===== src/rtl/tick_gen_pkg.sv =====
// ----------------------------------------------------------------------------
// tick_gen_pkg
// Shared constants and helpers for tick_generator.
//   CLK_FREQ_DEFAULT : default system clock frequency in Hz
//   half10_cycles()  : clock cycles per half period of the 10 Hz output
//   cnt_width()      : width of a counter that must hold 0..n-1
//   DEC_*            : decade counter constants (10 Hz -> 1 Hz)
// Build option: define TICK_GENERATOR_SIM_FAST_EN to force the 10 Hz half
// period to 5 cycles, whatever CLK_FREQ is (short simulations).
// ----------------------------------------------------------------------------
package tick_gen_pkg;

    localparam int CLK_FREQ_DEFAULT = 100_000_000;

`ifdef TICK_GENERATOR_SIM_FAST_EN
    localparam bit SIM_FAST = 1'b1;
`else
    localparam bit SIM_FAST = 1'b0;
`endif

    localparam int SIM_FAST_HALF10 = 5;

    // Decade counter: ten 10 Hz periods make one 1 Hz period, and clk_1hz
    // toggles at the middle and at the end of the decade.
    localparam int                DEC_MODULUS = 10;
    localparam int                DEC_W       = $clog2(DEC_MODULUS);
    localparam logic [DEC_W-1:0]  DEC_MID     = DEC_W'(4);
    localparam logic [DEC_W-1:0]  DEC_LAST    = DEC_W'(DEC_MODULUS - 1);

    function automatic int half10_cycles(input int clk_freq);
        return SIM_FAST ? SIM_FAST_HALF10 : clk_freq / 20;
    endfunction

    function automatic int cnt_width(input int n);
        return (n > 1) ? $clog2(n) : 1;
    endfunction

endpackage


===== src/rtl/sync_2ff.sv =====
// ----------------------------------------------------------------------------
// sync_2ff
// Two-flop synchronizer for a single asynchronous bit.
//   clk : destination clock
//   rst : synchronous active-high reset, both flops clear to 0
//   d   : asynchronous input
//   q   : synchronized output, two clk cycles behind d
// ----------------------------------------------------------------------------
module sync_2ff (
    input  logic clk,
    input  logic rst,
    input  logic d,
    output logic q
);

    logic r_meta;
    logic r_sync;

    // NOTE: clocked state is written with <= so both flops sample their
    // inputs from before the edge; with = r_sync would see the new r_meta
    // and the two stages would collapse into one.
    always_ff @(posedge clk) begin
        if (rst) begin
            r_meta <= 1'b0;
            r_sync <= 1'b0;
        end else begin
            r_meta <= d;
            r_sync <= r_meta;
        end
    end

    assign q = r_sync;

endmodule


===== src/rtl/tick_generator.sv =====
// ----------------------------------------------------------------------------
// tick_generator
// Derives 10 Hz and 1 Hz square waves and single-cycle ticks from the system
// clock, plus a tick selected by a synchronized speed request that only
// changes on 1 Hz boundaries.
//   CLK_FREQ      : system clock in Hz (multiple of 20, at least 40)
//   clk           : system clock, all state updates on the rising edge
//   rst           : synchronous active-high reset
//   speed         : asynchronous request, 0 = 10 Hz ticks, 1 = 1 Hz ticks
//   clk_10hz      : registered 10 Hz square wave, 50% duty
//   clk_1hz       : registered 1 Hz square wave, rises with clk_10hz
//   tick_10hz     : one-cycle pulse in the first high cycle of clk_10hz
//   tick_1hz      : one-cycle pulse in the first high cycle of clk_1hz
//   speed_applied : speed setting currently in effect
//   tick_sel      : tick_10hz or tick_1hz depending on speed_applied
// Build option: TICK_GENERATOR_SIM_FAST_EN shortens the 10 Hz half period to
// 5 cycles (see tick_gen_pkg).
// ----------------------------------------------------------------------------
module tick_generator
    import tick_gen_pkg::*;
#(
    parameter int CLK_FREQ = CLK_FREQ_DEFAULT
) (
    input  logic clk,
    input  logic rst,
    input  logic speed,
    output logic clk_10hz,
    output logic clk_1hz,
    output logic tick_10hz,
    output logic tick_1hz,
    output logic speed_applied,
    output logic tick_sel
);

    localparam int               HALF10   = half10_cycles(CLK_FREQ);
    localparam int               CNT_W    = cnt_width(HALF10);
    localparam logic [CNT_W-1:0] CNT_LAST = CNT_W'(HALF10 - 1);

    logic [CNT_W-1:0] r_cnt;
    logic [DEC_W-1:0] r_dec;
    logic             r_dec_run;
    logic             r_clk_10hz;
    logic             r_clk_1hz;
    logic             r_tick_10hz;
    logic             r_tick_1hz;
    logic             r_speed_applied;

    logic w_speed_sync;
    logic w_half_end;
    logic w_rise_10hz;
    logic w_toggle_1hz;
    logic w_rise_1hz;

    sync_2ff u_speed_sync (
        .clk (clk),
        .rst (rst),
        .d   (speed),
        .q   (w_speed_sync)
    );

    assign w_half_end  = (r_cnt == CNT_LAST);
    assign w_rise_10hz = w_half_end & ~r_clk_10hz;

    // The decade counter counts complete 10 Hz periods, so it only starts
    // advancing from the second 10 Hz rise after reset. That places the first
    // clk_1hz rise at the sixth 10 Hz rise (11 half periods after reset) and
    // every later toggle five 10 Hz periods apart.
    assign w_toggle_1hz = w_rise_10hz & r_dec_run &
                          ((r_dec == DEC_MID) | (r_dec == DEC_LAST));
    assign w_rise_1hz   = w_toggle_1hz & ~r_clk_1hz;

    always_ff @(posedge clk) begin
        if (rst) begin
            r_cnt           <= '0;
            r_dec           <= '0;
            r_dec_run       <= 1'b0;
            r_clk_10hz      <= 1'b0;
            r_clk_1hz       <= 1'b0;
            r_tick_10hz     <= 1'b0;
            r_tick_1hz      <= 1'b0;
            r_speed_applied <= 1'b0;
        end else begin
            r_cnt <= w_half_end ? '0 : r_cnt + 1'b1;

            if (w_half_end) begin
                r_clk_10hz <= ~r_clk_10hz;
            end
            r_tick_10hz <= w_rise_10hz;

            if (w_rise_10hz) begin
                r_dec_run <= 1'b1;
                if (r_dec_run) begin
                    r_dec <= (r_dec == DEC_LAST) ? '0 : r_dec + 1'b1;
                end
            end

            if (w_toggle_1hz) begin
                r_clk_1hz <= ~r_clk_1hz;
            end
            r_tick_1hz <= w_rise_1hz;

            // Loaded by the registered tick, so the new setting takes effect
            // in the cycle after the 1 Hz tick; the tick cycle itself still
            // selects with the old setting. Both ticks are high then, so the
            // boundary pulse appears exactly once either way.
            if (r_tick_1hz) begin
                r_speed_applied <= w_speed_sync;
            end
        end
    end

    assign clk_10hz      = r_clk_10hz;
    assign clk_1hz       = r_clk_1hz;
    assign tick_10hz     = r_tick_10hz;
    assign tick_1hz      = r_tick_1hz;
    assign speed_applied = r_speed_applied;
    assign tick_sel      = r_speed_applied ? r_tick_1hz : r_tick_10hz;

endmodule

===== config.mk =====
export PLATFORM = sky130hd
export DESIGN_NAME = tick_generator
export DESIGN_NICKNAME = d
export VERILOG_FILES = /design/src/rtl/tick_gen_pkg.sv /design/src/rtl/sync_2ff.sv /design/src/rtl/tick_generator.sv
export SDC_FILE = /design/constraint.sdc
export NUM_CORES = 1
export LEC_CHECK = 0
export CAP_MARGIN = 10
export CORE_ASPECT_RATIO = 1.4
export CORE_UTILIZATION = 50
export CTS_CLUSTER_SIZE = 20
export DETAILED_ROUTE_END_ITERATION = 6
export GPL_ROUTABILITY_DRIVEN = 0
export PLACE_DENSITY = 0.78
export RECOVER_POWER = 50
export SETUP_SLACK_MARGIN = 0.1
export SLEW_MARGIN = 15
export SYNTH_ARGS = -nofsm -noshare
export SYNTH_HDL_FRONTEND = slang
export SYNTH_SLANG_ARGS = --single-unit

===== constraint.sdc =====
create_clock -name clk -period 2.3 [get_ports clk]
set_input_delay 0.46 -clock clk [delete_from_list [all_inputs] [get_ports clk]]
set_output_delay 0.46 -clock clk [all_outputs]
set_load 0.02 [all_outputs]

==> results.yml <==
routing:
  vias: 1338
  drt_wl_total_mm: 3.22
  first_iter_violations: 32
  wl_per_cell_um: 14.1
  dr.pass1.iters: 4
  viasPerCell: 5.84
  ant_nets: 0
  drcViolationCount: 0
timing:
  fin_crit_sh: 0.851
  final_max_slew_viol_count: 0
  fin_hold_ws_ps: 452
  worst_slack_ps: 343
  finClkSkew_ps: 4.99
  rsz0062_at_grt: "false"
  max_freq_ghz: 0.511
  min_period_ps: 1960
  worst_pin_slew_ps: 462
  fin_tns_setup_ps: 0
  hold_violations: 0
  finalSetupViolCount: 0
  maxSlewHeadroom: 0.692
power_and_ir_drop:
  irDropWorstVdd_v: 0.000404
  powerDensity_mw_per_mm2: 612
  p_leak_nw: 0.640
finish:
  final.fill_count: 286
  drive_gt1_frac: 0.105
  stdcell_count: 229
  antenna_cells: 0
  syn_to_final_growth_pct: 10.5
  nNetsFinal: 193
yosys:
  synth_top_cell_area_share: 0.421
  avgSynthCellArea_um2: 9.24
  synthTopCellsByArea: "dfxtp_1, xor2_1, a21oi_1"
  synth.largest_area_cell: "dfxtp_1"
  synth-seq-area-share: 0.421
  synth_edf_count: 0
  syn_nets: 184
  synthesis.area_mm2: 0.00166
  ys.flop_type: "dfxtp_1"
  async_flop_share: 0
  yosysWarnings: 0
  yosys_register_bits: 35
  ys_types: 41
  synthCells: 180
floorplanning:
  rows: 24
  die_h_um: 70.3
  num_io_pins: 9
  core_mm2: 0.00315
  initial_utilization: 0.528
  die_x_um: 50.8
  die_area_mm2: 0.00357
clocking:
  cts_root_buf: "clkbuf_8"
  clk_pin_slew_ps: 70
  cts-buffers-inserted: 5
  cts.hold.buffers_added: 0
  h-tree-depth: 2
  insertion_delay_ps: 290
  cts_resized: 0
  numClockSinks: 35
  cts_buffer_depth: 2
  post-cts-setup-buffers: 0
  cts_tree: "built"
setup_path:
  path_max_fanout: 23
  cp_top_family: "simple AND/OR/NAND/NOR gates"
  critical_path.max_stage_delay_ps: 460
  worstPathRequired_ps: 2460
  timing.critical_path.buf_inv: 1
  crit_type: "flip-flop to flip-flop"
  worstSetupStartpointType: "flip-flop"
  cp_cell_sequence: "and4_1 > nand4_4 > o21bai_2 > clkbuf_2 > nor2_1"
  crit_slowest_cell: "and4_1"
  endpoint_kind: "flip-flop"
  worstPathArrival_ps: 2110
grt:
  grt_pass1_wl_mm: 5.60
  grt_max_degree: 24
  grt_overflow: 0
  antenna_found_initial: 0
  grt_pass1_vias: 1330
  track_usage: 0.209
place:
  pre_cts_slack_ps: 346
  dp.cells: 221
  port_buffers: 8
  hpwl_mm: 2.27
hold_path:
  hp-class: "flip-flop to flip-flop"
status:
  outcome: "completed"
flow_run:
  cap_violations: 0
-- per-layer routing --
metal	GRT usage	wire [µm]	part of all wire
met5	0	0	0
met1	0.218	1340	0.41
met4	0.0957	62	0.019
met3	0.0458	82	0.025
met2	0.382	1740	0.54
-- per-stage QoR --
stage / utilization / total power (W) / area [µm²]
2_1_floorplan: - / 0.000650 / 1660
3_3_place_gp: 0.555 / 0.000659 / 1750
3_5_place_dp: 0.555 / 0.000661 / 1750
4_1_cts: 0.587 / 0.00114 / 1850
5_1_grt: 0.583 / 0.00117 / 1840
6_report: 0.583 / 0.00113 / 1840
-- worst paths after layout --
check	from	end	slack, ps	depth (start not counted)
worst min-delay path	u_speed_sync.r_meta	u_speed_sync.q	450	1
worst max register to register	r_cnt[2]	r_cnt[10]	340	5
worst min register to register	u_speed_sync.r_meta	u_speed_sync.q	450	1
worst max-delay path	r_cnt[2]	r_cnt[10]	340	5
-- registers in the layout, indices dropped and copies added, names as in the netlist --
register and cells:
tick_10hz 1, r_cnt 23, u_speed_sync.r_meta 1, speed_applied 1, clk_10hz 1, r_dec 4
u_speed_sync.q 1, r_dec_run 1, tick_1hz 1, clk_1hz 1
-- placed cells by master (no fill, tap or decap), types with 2 or more instances in the layout --
cell type | netlist | final
nor2b_1 | 6 | 6
nand4_1 | 7 | 7
nor2_1 | 17 | 17
and3_1 | 4 | 4
clkbuf_1 | 1 | 2
nand3_2 | 3 | 3
and4_1 | 3 | 3
clkdlybuf4s50_1 | 0 | 2
inv_1 | 3 | 3
nand3_1 | 8 | 8
o21ai_1 | 4 | 4
xor2_1 | 10 | 10
clkbuf_8 | 0 | 7
mux2i_1 | 2 | 2
nand2b_1 | 2 | 2
nor3b_1 | 2 | 2
or4_1 | 7 | 7
o31ai_1 | 6 | 6
or3_1 | 6 | 6
and2_1 | 2 | 2
a21oi_1 | 14 | 14
nand2_1 | 8 | 8
and4b_1 | 2 | 2
dlygate4sd3_1 | 0 | 6
dfxtp_1 | 35 | 35
o21ai_0 | 4 | 4
-- where the power goes --
group	leakage [nW]	switching, W	internal, W	total (W)
clock network	0.0515	0.000207	0.000273	0.000480
registers	0.283	0.00000563	0.000612	0.000618
logic	0.306	0.0000163	0.0000108	0.0000272
total	0.640	0.000229	0.000896	0.00113
-- final cells by class --
class / instances / area [µm²] / area share
multi-input cells: 134 / 888 / 0.483
flip-flops and latches: 35 / 701 / 0.381
clock buffers: 8 / 100 / 0.0545
repair buffers: 10 / 88.8 / 0.0483
well taps: 39 / 48.8 / 0.0265
inverters: 3 / 11.3 / 0.00613
-- logic make-up after synthesis --
logic type / share of synthesized area
compound gates: 0.118
mux: 0.0256
simple gates: 0.329
flops: 0.421
xor+xnor: 0.0579
buf+inv: 0.0413
fa+ha+maj: 0.00752
-- cell usage after synthesis (6+ instances only) --
| master | n |
|---|---|
| o31ai_1 | 6 |
| nand4_1 | 7 |
| nand2_1 | 8 |
| dfxtp_1 | 35 |
| nand3_1 | 8 |
| or3_1 | 6 |
| nor2b_1 | 6 |
| xor2_1 | 10 |
| a21oi_1 | 14 |
| or4_1 | 7 |
| nor2_1 | 17 |
Power figures use the tool's default switching activity.
